File: src/rtl/button_pkg.sv
// Shared types, default 100 MHz timing constants and width helpers for the
// N-channel button conditioner.
package button_pkg;

  typedef enum logic [1:0] {
    IDLE,
    DELAY,
    REPEAT
  } rep_state_t;

  localparam int DEF_CHANNELS      = 5;
  localparam int DEF_SYNC_STAGES   = 2;
  localparam int DEF_STABLE_CYCLES = 1_000_000;   // 10 ms
  localparam int DEF_REPEAT_DELAY  = 50_000_000;  // 500 ms
  localparam int DEF_REPEAT_PERIOD = 10_000_000;  // 100 ms

  // Ceiling log2, never below 1 so a counter always has at least one bit.
  function automatic int clog2_min1(input int value);
    int w;
    w = 0;
    while ((1 << w) < value) w++;
    return (w < 1) ? 1 : w;
  endfunction

  function automatic int max3(input int a, input int b, input int c);
    int m;
    m = (a > b) ? a : b;
    return (m > c) ? m : c;
  endfunction

endpackage

File: src/rtl/button_channel.sv
// One button channel: synchroniser, stability-counter debouncer and
// typematic repeat FSM, all outputs registered.
module button_channel
  import button_pkg::*;
#(
  parameter int SYNC_STAGES   = DEF_SYNC_STAGES,
  parameter int STABLE_CYCLES = DEF_STABLE_CYCLES,
  parameter int REPEAT_DELAY  = DEF_REPEAT_DELAY,
  parameter int REPEAT_PERIOD = DEF_REPEAT_PERIOD,
  parameter int CNT_W         = 26
) (
  input  logic clock,
  input  logic reset,
  input  logic i_raw,
  input  logic i_repeat_en,
  output logic o_level,
  output logic o_press,
  output logic o_release,
  output logic o_pulse,
  output logic o_held
);

  logic [SYNC_STAGES-1:0] r_sync;
  logic                   r_level;
  logic                   r_press;
  logic                   r_release;
  logic                   r_pulse;
  logic                   r_held;
  logic [CNT_W-1:0]       r_dcnt;
  logic [CNT_W-1:0]       r_rcnt;
  logic [CNT_W-1:0]       w_rcnt_nxt;
  rep_state_t             r_state;
  rep_state_t             w_state_nxt;
  logic                   w_sync;
  logic                   w_expired;
  logic                   w_rise;
  logic                   w_fall;
  logic                   w_repeat;

  assign w_sync    = r_sync[SYNC_STAGES-1];
  // The differing level has persisted long enough on this very cycle.
  assign w_expired = (w_sync != r_level) && (r_dcnt == CNT_W'(STABLE_CYCLES - 1));
  assign w_rise    = w_expired && !r_level;
  assign w_fall    = w_expired && r_level;

  // NOTE: non-blocking assignments in every clocked block, so all flops
  // sample the pre-edge values regardless of statement order.
  always_ff @(posedge clock) begin
    if (reset) begin
      r_sync    <= '0;
      r_level   <= 1'b0;
      r_dcnt    <= '0;
      r_press   <= 1'b0;
      r_release <= 1'b0;
    end else begin
      r_sync    <= {r_sync[SYNC_STAGES-2:0], i_raw};
      r_dcnt    <= (w_sync == r_level || w_expired) ? '0 : r_dcnt + CNT_W'(1);
      r_level   <= r_level ^ w_expired;
      r_press   <= w_rise;
      r_release <= w_fall;
    end
  end

  // NOTE: every always_comb output gets a default first; a path that leaves
  // one unassigned would infer a latch.
  always_comb begin
    w_state_nxt = r_state;
    w_rcnt_nxt  = r_rcnt;
    w_repeat    = 1'b0;
    case (r_state)
      IDLE: begin
        if (w_rise && i_repeat_en) begin
          w_state_nxt = DELAY;
          w_rcnt_nxt  = '0;
        end
      end
      DELAY: begin
        if (w_fall || !i_repeat_en) begin
          w_state_nxt = IDLE;
          w_rcnt_nxt  = '0;
        end else if (r_rcnt == CNT_W'(REPEAT_DELAY - 1)) begin
          w_repeat    = 1'b1;
          w_state_nxt = REPEAT;
          w_rcnt_nxt  = '0;
        end else begin
          w_rcnt_nxt  = r_rcnt + CNT_W'(1);
        end
      end
      REPEAT: begin
        if (w_fall || !i_repeat_en) begin
          w_state_nxt = IDLE;
          w_rcnt_nxt  = '0;
        end else if (r_rcnt == CNT_W'(REPEAT_PERIOD - 1)) begin
          w_repeat    = 1'b1;
          w_rcnt_nxt  = '0;
        end else begin
          w_rcnt_nxt  = r_rcnt + CNT_W'(1);
        end
      end
      default: begin
        w_state_nxt = IDLE;
        w_rcnt_nxt  = '0;
      end
    endcase
  end

  always_ff @(posedge clock) begin
    if (reset) begin
      r_state <= IDLE;
      r_rcnt  <= '0;
      r_pulse <= 1'b0;
      r_held  <= 1'b0;
    end else begin
      r_state <= w_state_nxt;
      r_rcnt  <= w_rcnt_nxt;
      r_pulse <= w_rise || w_repeat;
      r_held  <= (w_state_nxt == REPEAT);
    end
  end

  assign o_level   = r_level;
  assign o_press   = r_press;
  assign o_release = r_release;
  assign o_pulse   = r_pulse;
  assign o_held    = r_held;

endmodule

File: src/rtl/button_conditioner_n.sv
// N independent button channels on the system clock; each channel is a
// self-contained button_channel instance.
module button_conditioner_n
  import button_pkg::*;
#(
  parameter int CHANNELS      = DEF_CHANNELS,
  parameter int SYNC_STAGES   = DEF_SYNC_STAGES,
  parameter int STABLE_CYCLES = DEF_STABLE_CYCLES,
  parameter int REPEAT_DELAY  = DEF_REPEAT_DELAY,
  parameter int REPEAT_PERIOD = DEF_REPEAT_PERIOD
) (
  input  logic                clock,
  input  logic                reset,
  input  logic [CHANNELS-1:0] io_in,
  input  logic [CHANNELS-1:0] repeat_en,
  output logic [CHANNELS-1:0] level,
  output logic [CHANNELS-1:0] press,
  output logic [CHANNELS-1:0] release_out,
  output logic [CHANNELS-1:0] pulse,
  output logic [CHANNELS-1:0] held
);

  localparam int CNT_W = clog2_min1(max3(STABLE_CYCLES, REPEAT_DELAY, REPEAT_PERIOD));

  for (genvar g = 0; g < CHANNELS; g++) begin : g_ch
    button_channel #(
      .SYNC_STAGES  (SYNC_STAGES),
      .STABLE_CYCLES(STABLE_CYCLES),
      .REPEAT_DELAY (REPEAT_DELAY),
      .REPEAT_PERIOD(REPEAT_PERIOD),
      .CNT_W        (CNT_W)
    ) u_channel (
      .clock      (clock),
      .reset      (reset),
      .i_raw      (io_in[g]),
      .i_repeat_en(repeat_en[g]),
      .o_level    (level[g]),
      .o_press    (press[g]),
      .o_release  (release_out[g]),
      .o_pulse    (pulse[g]),
      .o_held     (held[g])
    );
  end

endmodule

File: config.mk
export PLATFORM = sky130hd
export DESIGN_NAME = button_conditioner_n
export DESIGN_NICKNAME = d
export VERILOG_FILES = /design/src/rtl/button_pkg.sv /design/src/rtl/button_channel.sv /design/src/rtl/button_conditioner_n.sv
export SDC_FILE = /design/constraint.sdc
export NUM_CORES = 1
export LEC_CHECK = 0
export ABC_CLOCK_PERIOD_IN_PS = 3330
export CORE_MARGIN = 3
export CORE_UTILIZATION = 55
export DETAILED_ROUTE_END_ITERATION = 7
export DONT_BUFFER_PORTS = 1
export HOLD_SLACK_MARGIN = 0.02
export PLACE_DENSITY_LB_ADDON = 0.1
export SETUP_SLACK_MARGIN = 0.02
export SLEW_MARGIN = 20
export SYNTH_ARGS = -nofsm -noshare
export SYNTH_HDL_FRONTEND = slang
export SYNTH_HIERARCHICAL = 1
export SYNTH_SLANG_ARGS = --single-unit
File: constraint.sdc
create_clock -name clock -period 3.33 [get_ports clock]
set_clock_uncertainty 0.2 [all_clocks]
set_input_delay 0.999 -clock clock [delete_from_list [all_inputs] [get_ports clock]]
set_output_delay 0.999 -clock clock [all_outputs]
set_load 0.02 [all_outputs]
==> run summary <==
Via count = 11400
VDD IR max = 0.402 mV
I/O Pins = 37
Post-CTS setup buffers = 0
Drt total wl = 28400 um
PD cells = 456 mW/mm2
Largest net degree at the start of global routing = 52
Antenna Cells = 0
Sw frac = 20.4%
Area leader, netlist = dfxtp_1
CP Max Fanout = 20
Area Overhead vs Synth = 9.32%
Delay-heaviest family, CP = simple AND/OR/NAND/NOR gates
Warnings from Yosys = 6
CTS tree = yes
Worst EP required = 3.52 ns
Post-CTS Hold Buffers = 0
Worst-path cell chain = ha_1 -> and3_1 -> nand3_1 -> o41a_1 -> nor4_2 -> xnor2_1 -> nor2_2
Run status = finished clean
Clock group share of total power = 49.2%
DIE HEIGHT = 170 um
Gate Count Post-Synth = 1652
Final Hold Fails = 0
Critical path arrival = 3.06 ns
RSZ-0062 raised after global routing = no
Reg area = 0.00611 mm2
GRT Overall Usage = 19.7%
DR DRC count = 0
CTS sink cnt = 305
Post-synth EDFFs = 0
Mapped Avg Cell Area = 8.92 um2
GPL Wtd Cong = 0.792
Area share of the largest cell type after synthesis = 41.4%
Distinct cell type count after synthesis = 70
DIE AREA = 0.0288 mm2
Main synth FF type = dfxtp_1
Max Cap Violations = 0
Post-CTS sizing = 0
Share of cells above drive strength 1 = 9.57%
GR Overflow Total = 0
Asr flop ratio synth = 0%
H-tree depth = 2
Critical path type = flip-flop to flip-flop
Max stage delay on crit path = 0.84 ns
Leakage = 5.16 nW
Final Net Count = 1700
Slew of the pin with the lowest slew margin = 1.08 ns
P_sw = 0.00150 W
Initial DRC count = 791
Internal power = 0.00585 W
Wire length of the first global-routing pass = 49600 um
PortBufs = 0
Final HPWL DP = 19100 um
FILL cells = 2286
Later-pin clock latency in the skew report = 0.50 ns
CTS max path bufs = 3
Power share of the combinational group = 1.0%
Wire per inst = 14.1 um
Syn_nets = 1694
#FFs+latches synth = 305
Crit path launch type = flip-flop
Fmax = 348 MHz
WP buf/inv = 0
Post-synthesis sequential area ratio = 41.4%
Antenna violations before repair = 0
Final Max Tran Viols = 0
Critical path endpoint category = flip-flop
Vias per cell = 5.65
Setup TNS = 0 ns
Vias in the first global route = 10700
Largest cells by area after synthesis = dfxtp_1, nor2_1, xnor2_1
Slew HR = 27.7%
Reg power frac = 49.8%
Tcrit/Tclk final = 86.4%
Slowest-stage cell, CP = o41a_1
Post-route ant nets = 0
Worst-path clk slew = 0.06 ns
Root Buffer = clkbuf_16
Starting Density = 56.3%
Inserted Clock Buffers = 34
Multi-input logic area = 0.00814 mm2
Hold Path Class = flip-flop to flip-flop
# rows = 59
Core box area = 0.0262 mm2
Die W = 170 um
Util after Layout = 61.5%
Synthesized cell area = 0.0147 mm2
Final Critical Period = 2.88 ns
First drt pass iteration count = 4
Setup-failing EPs final = 0
-- cell usage after synthesis, drive strengths merged (4+ instances only) --
cell type	number
a2111oi	7
a211oi	6
a21oi	18
a22o	6
a32oi	4
and2	11
and3	43
and4	6
and4bb	4
buf	30
clkbuf	21
dfxtp	305
ha	30
inv	51
mux2i	5
nand2	88
nand2b	23
nand3	103
nand3b	6
nand4	80
nor2	294
nor2b	11
nor3	73
nor3b	4
nor4	51
nor4b	18
o21a	5
o21ai	33
o22ai	4
o31ai	6
o41a	8
o41ai	16
or2	12
or3	14
or4	5
or4b	6
xnor2	120
xor2	101
-- sequential cells by signal, indices dropped and copies added (netlist names), named ones only --
name / cells
g_ch.u_channel/r_dcnt: 130
g_ch.u_channel/r_rcnt: 130
g_ch.u_channel/r_state: 10
g_ch.u_channel/r_sync: 10
g_ch.u_channel/o_held: 5
g_ch.u_channel/o_press: 5
g_ch.u_channel/o_pulse: 5
g_ch.u_channel/o_release: 5
-- stage by stage --
step | setup slack, ns | hold WS (ns) | cells | cell area (um2) | power [W]
final | 0.454 | 0.237 | 2017 | 16100 | 0.00735
after global routing | 0.284 | 0.247 | 2017 | 16100 | 0.00762
after detailed placement | 0.366 | 0.228 | 1957 | 15000 | 0.00382
after CTS | 0.469 | 0.241 | 2017 | 16100 | 0.00748
after global placement | 0.432 | 0.217 | 1957 | 15000 | 0.00382
after floorplan | 0.785 | 0.214 | 1652 | 14700 | 0.00381
-- cells in the final DEF, fill, tap and decap left out, types with 7 or more instances in the layout --
master / n
a2111oi_0: 7
a21oi_1: 18
and2_1: 11
and3_1: 43
buf_4: 20
clkbuf_1: 9
clkbuf_16: 34
clkbuf_8: 9
dfxtp_1: 305
ha_1: 30
inv_1: 51
nand2_1: 87
nand2b_1: 23
nand3_1: 99
nand4_1: 76
nor2_1: 287
nor2_2: 7
nor2b_1: 11
nor3_1: 73
nor4_1: 16
nor4_2: 31
nor4b_2: 12
o21ai_0: 33
o41a_1: 7
o41ai_1: 10
or2_2: 9
or3_1: 14
xnor2_1: 120
xor2_1: 101
-- kinds of logic (layout without fill, tap and decap cells) --
logic type / count (synthesis) / after routing / share of synthesized area [%]
buf+inv: 102 / 132 / 3.39
flops: 305 / 305 / 41.4
simple gates: 858 / 858 / 32.3
compound gates: 131 / 131 / 6.88
mux: 5 / 5 / 0.340
xor+xnor: 221 / 221 / 13.1
fa+ha+maj: 30 / 30 / 2.55
-- worst register-to-register path, delay by kind of cell (launching register included) --
kind            cells  cell delay [ns]
simple gates        4             0.95
compound gates      1             0.84
fa+ha+maj           1             0.22
xor+xnor            1             0.18
flops               1             0.37
-- per-layer routing --
layer	wire length, um	share of wire [%]	global-route usage, %
met1	14500	51	28.1
met2	12500	44	31.6
met4	478	1.7	4.41
met5	0	0	0
met3	979	3.4	3.03
-- cell type report --
type                       count  area share, %
clock inverter                 8          0.520
clock buffer                  52           6.26
tap                          335           2.60
timing repair buffer          21           1.06
inverter                      51           1.19
multi-input combinational   1245           50.5
sequential                   305           37.9
-- final timing paths --
kind                                                  start                           end  slack (ns)  cells after the start
worst max-delay path            g_ch[0].u_channel/r_dcnt[0]  g_ch[0].u_channel/r_rcnt[25]        0.45                      7
worst min-delay path            g_ch[0].u_channel/r_sync[0]   g_ch[0].u_channel/r_sync[1]        0.24                      1
worst max register to register  g_ch[0].u_channel/r_dcnt[0]  g_ch[0].u_channel/r_rcnt[25]        0.45                      7
worst min register to register  g_ch[0].u_channel/r_sync[0]   g_ch[0].u_channel/r_sync[1]        0.24                      1
-- power by group through the flow --
stage	combinational, W	clock, W	sequential, W
after detailed placement	0.0000748	0	0.00374
after global routing	0.0000836	0.00388	0.00366
after global placement	0.0000741	0	0.00374
final	0.0000741	0.00361	0.00366
after floorplan	0.0000677	0	0.00374
after CTS	0.0000751	0.00375	0.00366
Note: power is estimated with default switching activity, not from simulation.
